==> src/rtl/count_arbiter_pkg.sv <==
// Shared definitions for the select-counter arbiter: default burst-length
// width and the FSM state encodings.
package count_arbiter_pkg;

   localparam int LEN_W_DEF = 4;

   typedef enum logic [1:0] {
      ST_IDLE = 2'd0,
      ST_RUN  = 2'd1,
      ST_DONE = 2'd2
   } state_t;

   // One-hot encode a single-bit requester index.
   function automatic logic [1:0] onehot2(input logic i_idx);
      return i_idx ? 2'b10 : 2'b01;
   endfunction

endpackage

==> src/rtl/count_arbiter_rr_arb2.sv <==
// Two-way round-robin picker. A lone requester wins outright; on a tie the
// requester that was not served last wins.
module rr_arb2
   import count_arbiter_pkg::*;
(
   input  logic [1:0] i_req,
   input  logic       i_last,
   output logic [1:0] o_gnt
);

   // Combinational pick: tie goes to the requester other than i_last.
   always_comb begin
      o_gnt = 2'b00;
      case (i_req)
         2'b01:   o_gnt = 2'b01;
         2'b10:   o_gnt = 2'b10;
         2'b11:   o_gnt = onehot2(~i_last);
         default: o_gnt = 2'b00;
      endcase
   end

endmodule

==> src/rtl/count_arbiter.sv <==
// Arbitrates the shared dual 64-bit select counter between two requesters.
// The winner's burst length is latched at grant, Slt/En are driven for exactly
// that many cycles, then Done pulses to the owner for one cycle.
module count_arbiter
   import count_arbiter_pkg::*;
#(
   parameter int LEN_W = LEN_W_DEF
)
(
   input  logic             Clk,
   input  logic             Reset,
   input  logic [1:0]       Req,
   input  logic [LEN_W-1:0] Len0,
   input  logic [LEN_W-1:0] Len1,
   output logic [1:0]       Gnt,
   output logic [1:0]       Done,
   output logic             Busy,
   output logic             Slt,
   output logic             En
);

   state_t           r_state;
   state_t           w_state_nxt;
   logic [1:0]       r_gnt;
   logic             r_slt;
   logic             r_last;
   logic [LEN_W-1:0] r_remain;

   logic [1:0]       w_pick;
   logic             w_win;
   logic [LEN_W-1:0] w_len;

   rr_arb2 u_rr_arb2 (
      .i_req  (Req),
      .i_last (r_last),
      .o_gnt  (w_pick)
   );

   // Winner index and its burst length, only meaningful in IDLE with a request.
   assign w_win = w_pick[1];
   assign w_len = w_win ? Len1 : Len0;

   // Next-state decode; a zero-length burst skips RUN entirely.
   always_comb begin
      w_state_nxt = r_state;
      case (r_state)
         ST_IDLE: begin
            if (|Req) begin
               w_state_nxt = (w_len != '0) ? ST_RUN : ST_DONE;
            end
         end
         ST_RUN: begin
            if (r_remain == LEN_W'(1)) begin
               w_state_nxt = ST_DONE;
            end
         end
         ST_DONE: w_state_nxt = ST_IDLE;
         default: w_state_nxt = ST_IDLE;
      endcase
   end

   // State register; asynchronous reset forces En low immediately.
   always_ff @(posedge Clk or posedge Reset) begin
      if (Reset) begin
         r_state <= ST_IDLE;
      end else begin
         r_state <= w_state_nxt;
      end
   end

   // Grant, select, remaining-count and round-robin history registers.
   always_ff @(posedge Clk or posedge Reset) begin
      if (Reset) begin
         r_gnt    <= 2'b00;
         r_slt    <= 1'b0;
         r_remain <= '0;
         r_last   <= 1'b1;
      end else begin
         case (r_state)
            ST_IDLE: begin
               if (|Req) begin
                  r_slt    <= w_win;
                  r_gnt    <= w_pick;
                  r_remain <= w_len;
               end
            end
            ST_RUN: begin
               // Leaves RUN when this reaches zero, so it never wraps.
               r_remain <= r_remain - LEN_W'(1);
            end
            ST_DONE: begin
               r_last <= r_slt;
               r_gnt  <= 2'b00;
            end
            default: begin
               r_gnt <= 2'b00;
            end
         endcase
      end
   end

   // Moore outputs decoded from registers.
   assign Gnt  = r_gnt;
   assign Done = (r_state == ST_DONE) ? r_gnt : 2'b00;
   assign Busy = (r_state != ST_IDLE);
   assign En   = (r_state == ST_RUN);
   assign Slt  = r_slt;

endmodule

==> config.mk <==
export PLATFORM = sky130hd
export DESIGN_NAME = count_arbiter
export DESIGN_NICKNAME = d
export VERILOG_FILES = /design/src/rtl/count_arbiter_pkg.sv /design/src/rtl/count_arbiter_rr_arb2.sv /design/src/rtl/count_arbiter.sv
export SDC_FILE = /design/constraint.sdc
export NUM_CORES = 1
export LEC_CHECK = 0
export ABC_AREA = 1
export ABC_CLOCK_PERIOD_IN_PS = 1530
export CORE_MARGIN = 2
export CORE_UTILIZATION = 43
export DETAILED_ROUTE_END_ITERATION = 7
export HOLD_SLACK_MARGIN = 0.02
export PLACE_DENSITY = 0.73
export SLEW_MARGIN = 20
export SYNTH_ARGS = -nofsm -noshare
export SYNTH_HDL_FRONTEND = slang
export SYNTH_SLANG_ARGS = --single-unit
==> constraint.sdc <==
create_clock -name Clk -period 1.53 [get_ports Clk]
set_input_delay 0.153 -clock Clk [delete_from_list [all_inputs] [get_ports Clk]]
set_output_delay 0.153 -clock Clk [all_outputs]
set_load 0.02 [all_outputs]
==> impl_results.md <==
* Post-CTS Setup Repair Bufs at 0
* Seq/Total Area, Yosys at 43.1%
* Synthesized flop and latch total at 10
* CP cell instances: nand2_1, nor2_1, dlygate4sd2_1
* Status: complete, no violations
* Via count at between 500 and 600
* Avg Cell Area, Syn at between 7 and 8 µm²
* Crit path time final at ~1400 ps
* Die H at approximately 40 µm
* Cell Area, Placed at roughly 800 µm²
* Worst slew pin tran at about 380 ps
* Slowest CP cell: dfrtp_1
* CP startpoint kind: flop
* Share of layout cells above drive strength 1 at between 10% and 20%
* Clk slew on worst S/H paths at roughly 70 ps
* WL per Instance at approximately 11 µm
* Setup_tns at 0 ps
* Hold WC Path Type: primary input to async pin
* Setup CP Type: flop to primary output
* Buf/Inv on CP at 1
* Top post-synthesis cells by area: dfrtp_1 39%, nand2_1 18%, inv_1 5.8%, nand3_1 5.2%, dfstp_2 4.5%
* Fmax at between 0.7 and 0.8 GHz
* Ports at 19
* Unrepaired setup endpoints after global routing: false
* Drt via density at 4.91
* GRT Util Overall at between 20% and 30%
* Post-synth top area cell: dfrtp_1
* CTS sink cnt at 10
* Row count at 13
* Diodes inserted at 0
* Drc violations at 0
* Max Clock Skew at 0.948 ps
* Antenna Nets Post-Route at 0
* Data required time of the worst path at about 1400 ps
* Pwr dens at around 2000 nW/µm²
* Final setup vio count at 0
* Commonest non-fill, non-tap cell in the layout: nand2_1
* TritonCTS clock tree: done
* Synth Cell Area at about 580 µm²
* Core area at between 1000 and 1500 µm²
* Clock latency on the worst-skew pair at 270 ps
* Gpl congestion at 0.767
* Critical path peak fanout at 4
* Worst-case clock buffer depth at 2
* Post-Layout Cell Count at between 100 and 150
* Final Hold Viols at 0
* Starting Density at approximately 45%
* 1st-iter DRT viols at 27
* First-pass GRT wire length at about 2.3 mm
* DRT Pass-1 Iters at 4
* Worst VDD drop at about 1100 µV
* DIE AREA at 1670 µm²
* Critical path's top delay family: flip-flops
* Maximum number of pins on one net before global-route repair at 11
* Post-CTS Hold Fix Bufs at 0
* Most frequent cells in the layout: 28 x nand2_1, 14 x clkdlybuf4s50_1, 9 x dfrtp_1, 9 x inv_1, 7 x nor2_1
* DPL Wire Length at ~1.1 mm
* Final WL at 1.36 mm
* Final Max Tran Viols at 0
* CP Data Arrival Time at 1260 ps
* Synth-to-Final Area Change at 43.6%
* Initial antenna violation count at 0
* Pleak at around 0.0004 µW
* Max cap viols at 0
* Hold_ws at about 160 ps
* Post-synth cell types at 18
* Htree depth at 1
* Root Buffer: clkbuf_4
* Nets at 119
* Setup crit end kind: primary output
* Syn Inst Count at just under 80
* Port Buffer Count at 18
* Vias in the first global route at between 500 and 600
* Rel. slew slack at about three quarters
* Area share of the largest cell type after synthesis at about two fifths
* Placed cells at 115
* Design area at ~840 µm²
* CTS buffer count at 3
* Ys Warns at 0
* Syn nets at a little over 90
* Crit-path max cell delay at around 440 ps
* DIE WIDTH at a little over 40 µm
* Tcrit/Tclk final at roughly 93%
* Post-layout util at about two thirds
* Total global routing overflow at 0
[final timing paths]
path	endpoint	cells after the start	slack, ps	start
worst min-delay path	Gnt[1]$_DFFE_PP0P_	2	160	Reset
max in group asynchronous	r_last$_DFFE_PP1N_	2	1050	Reset
worst min register to register	r_last$_DFFE_PP1N_	2	510	r_last$_DFFE_PP1N_
min in group Clk	r_last$_DFFE_PP1N_	2	510	r_last$_DFFE_PP1N_
worst max register to register	r_remain[1]$_DFFE_PP0P_	7	290	r_state[0]$_DFFE_PP0P_
worst max-delay path	Done[0]	3	110	r_state[1]$_DFFE_PP0P_
[kinds of logic (layout without fill, tap and decap cells)]
kind of cell	Yosys count	in the layout	share of synthesized area (%)
flip-flops	10	10	43.1
adder cells (fa/ha/maj)	2	2	4.29
buffers and inverters	10	35	6.44
AO/OA/AOI/OAI	10	10	10.5
AND/OR/NAND/NOR	47	47	35.6
[cell type report]
class / count / area, µm²
clock buffers: 4 / 36.3
fillers: 102 / 448
inverters: 10 / 37.5
multi-input cells: 59 / 294
flip-flops and latches: 10 / 251
well taps: 15 / 18.8
repair buffers: 21 / 199
[state kept, by name (all words and copies together) (netlist names)]
register and cells:
r_remain 4, r_state 2, Slt 1, Gnt 2, r_last 1
[cells in the mapped netlist]
cell / number
a21oi_1: 1
nor2_1: 7
nor2_4: 2
nor3_1: 1
a31oi_1: 1
nor2_2: 1
inv_2: 1
o211ai_1: 2
nand2_1: 28
o311ai_1: 1
o21ai_0: 4
ha_1: 2
o22ai_1: 1
inv_1: 9
dfstp_2: 1
dfrtp_1: 9
nand3_1: 6
nand2_2: 2
[per-layer routing]
| metal | global-route usage [%] | routed length (µm) | vias up |
|---|---|---|---|
| met5 | 0 | 0 | - |
| met4 | 10.8 | 8 | 0 |
| met3 | 3.80 | 45 | 2 |
| met2 | 38.7 | 697 | 10 |
| met1 | 22.6 | 610 | 269 |
| li1 | - | - | 303 |
[power breakdown]
| part | internal, µW | switching (µW) |
|---|---|---|
| sequential | 412 | 106 |
| clock | 145 | 99.9 |
| combinational | 386 | 533 |
[through the flow]
step                      power, µW  setup slack [ps]
after floorplan                1110               346
after global placement         1450               125
after detailed placement       1470              91.2
after CTS                      1690              72.0
after global routing           1810              19.8
final                          1680               114
[timing repair]
action | 4_1_cts | 5_1_grt
gates resized for setup | 4 | 1
endpoints found under the setup margin | 4 | 1
gates cloned | 0 | 0
pin swaps | 0 | 0
No activity file was read; power rests on OpenSTA's default activity.
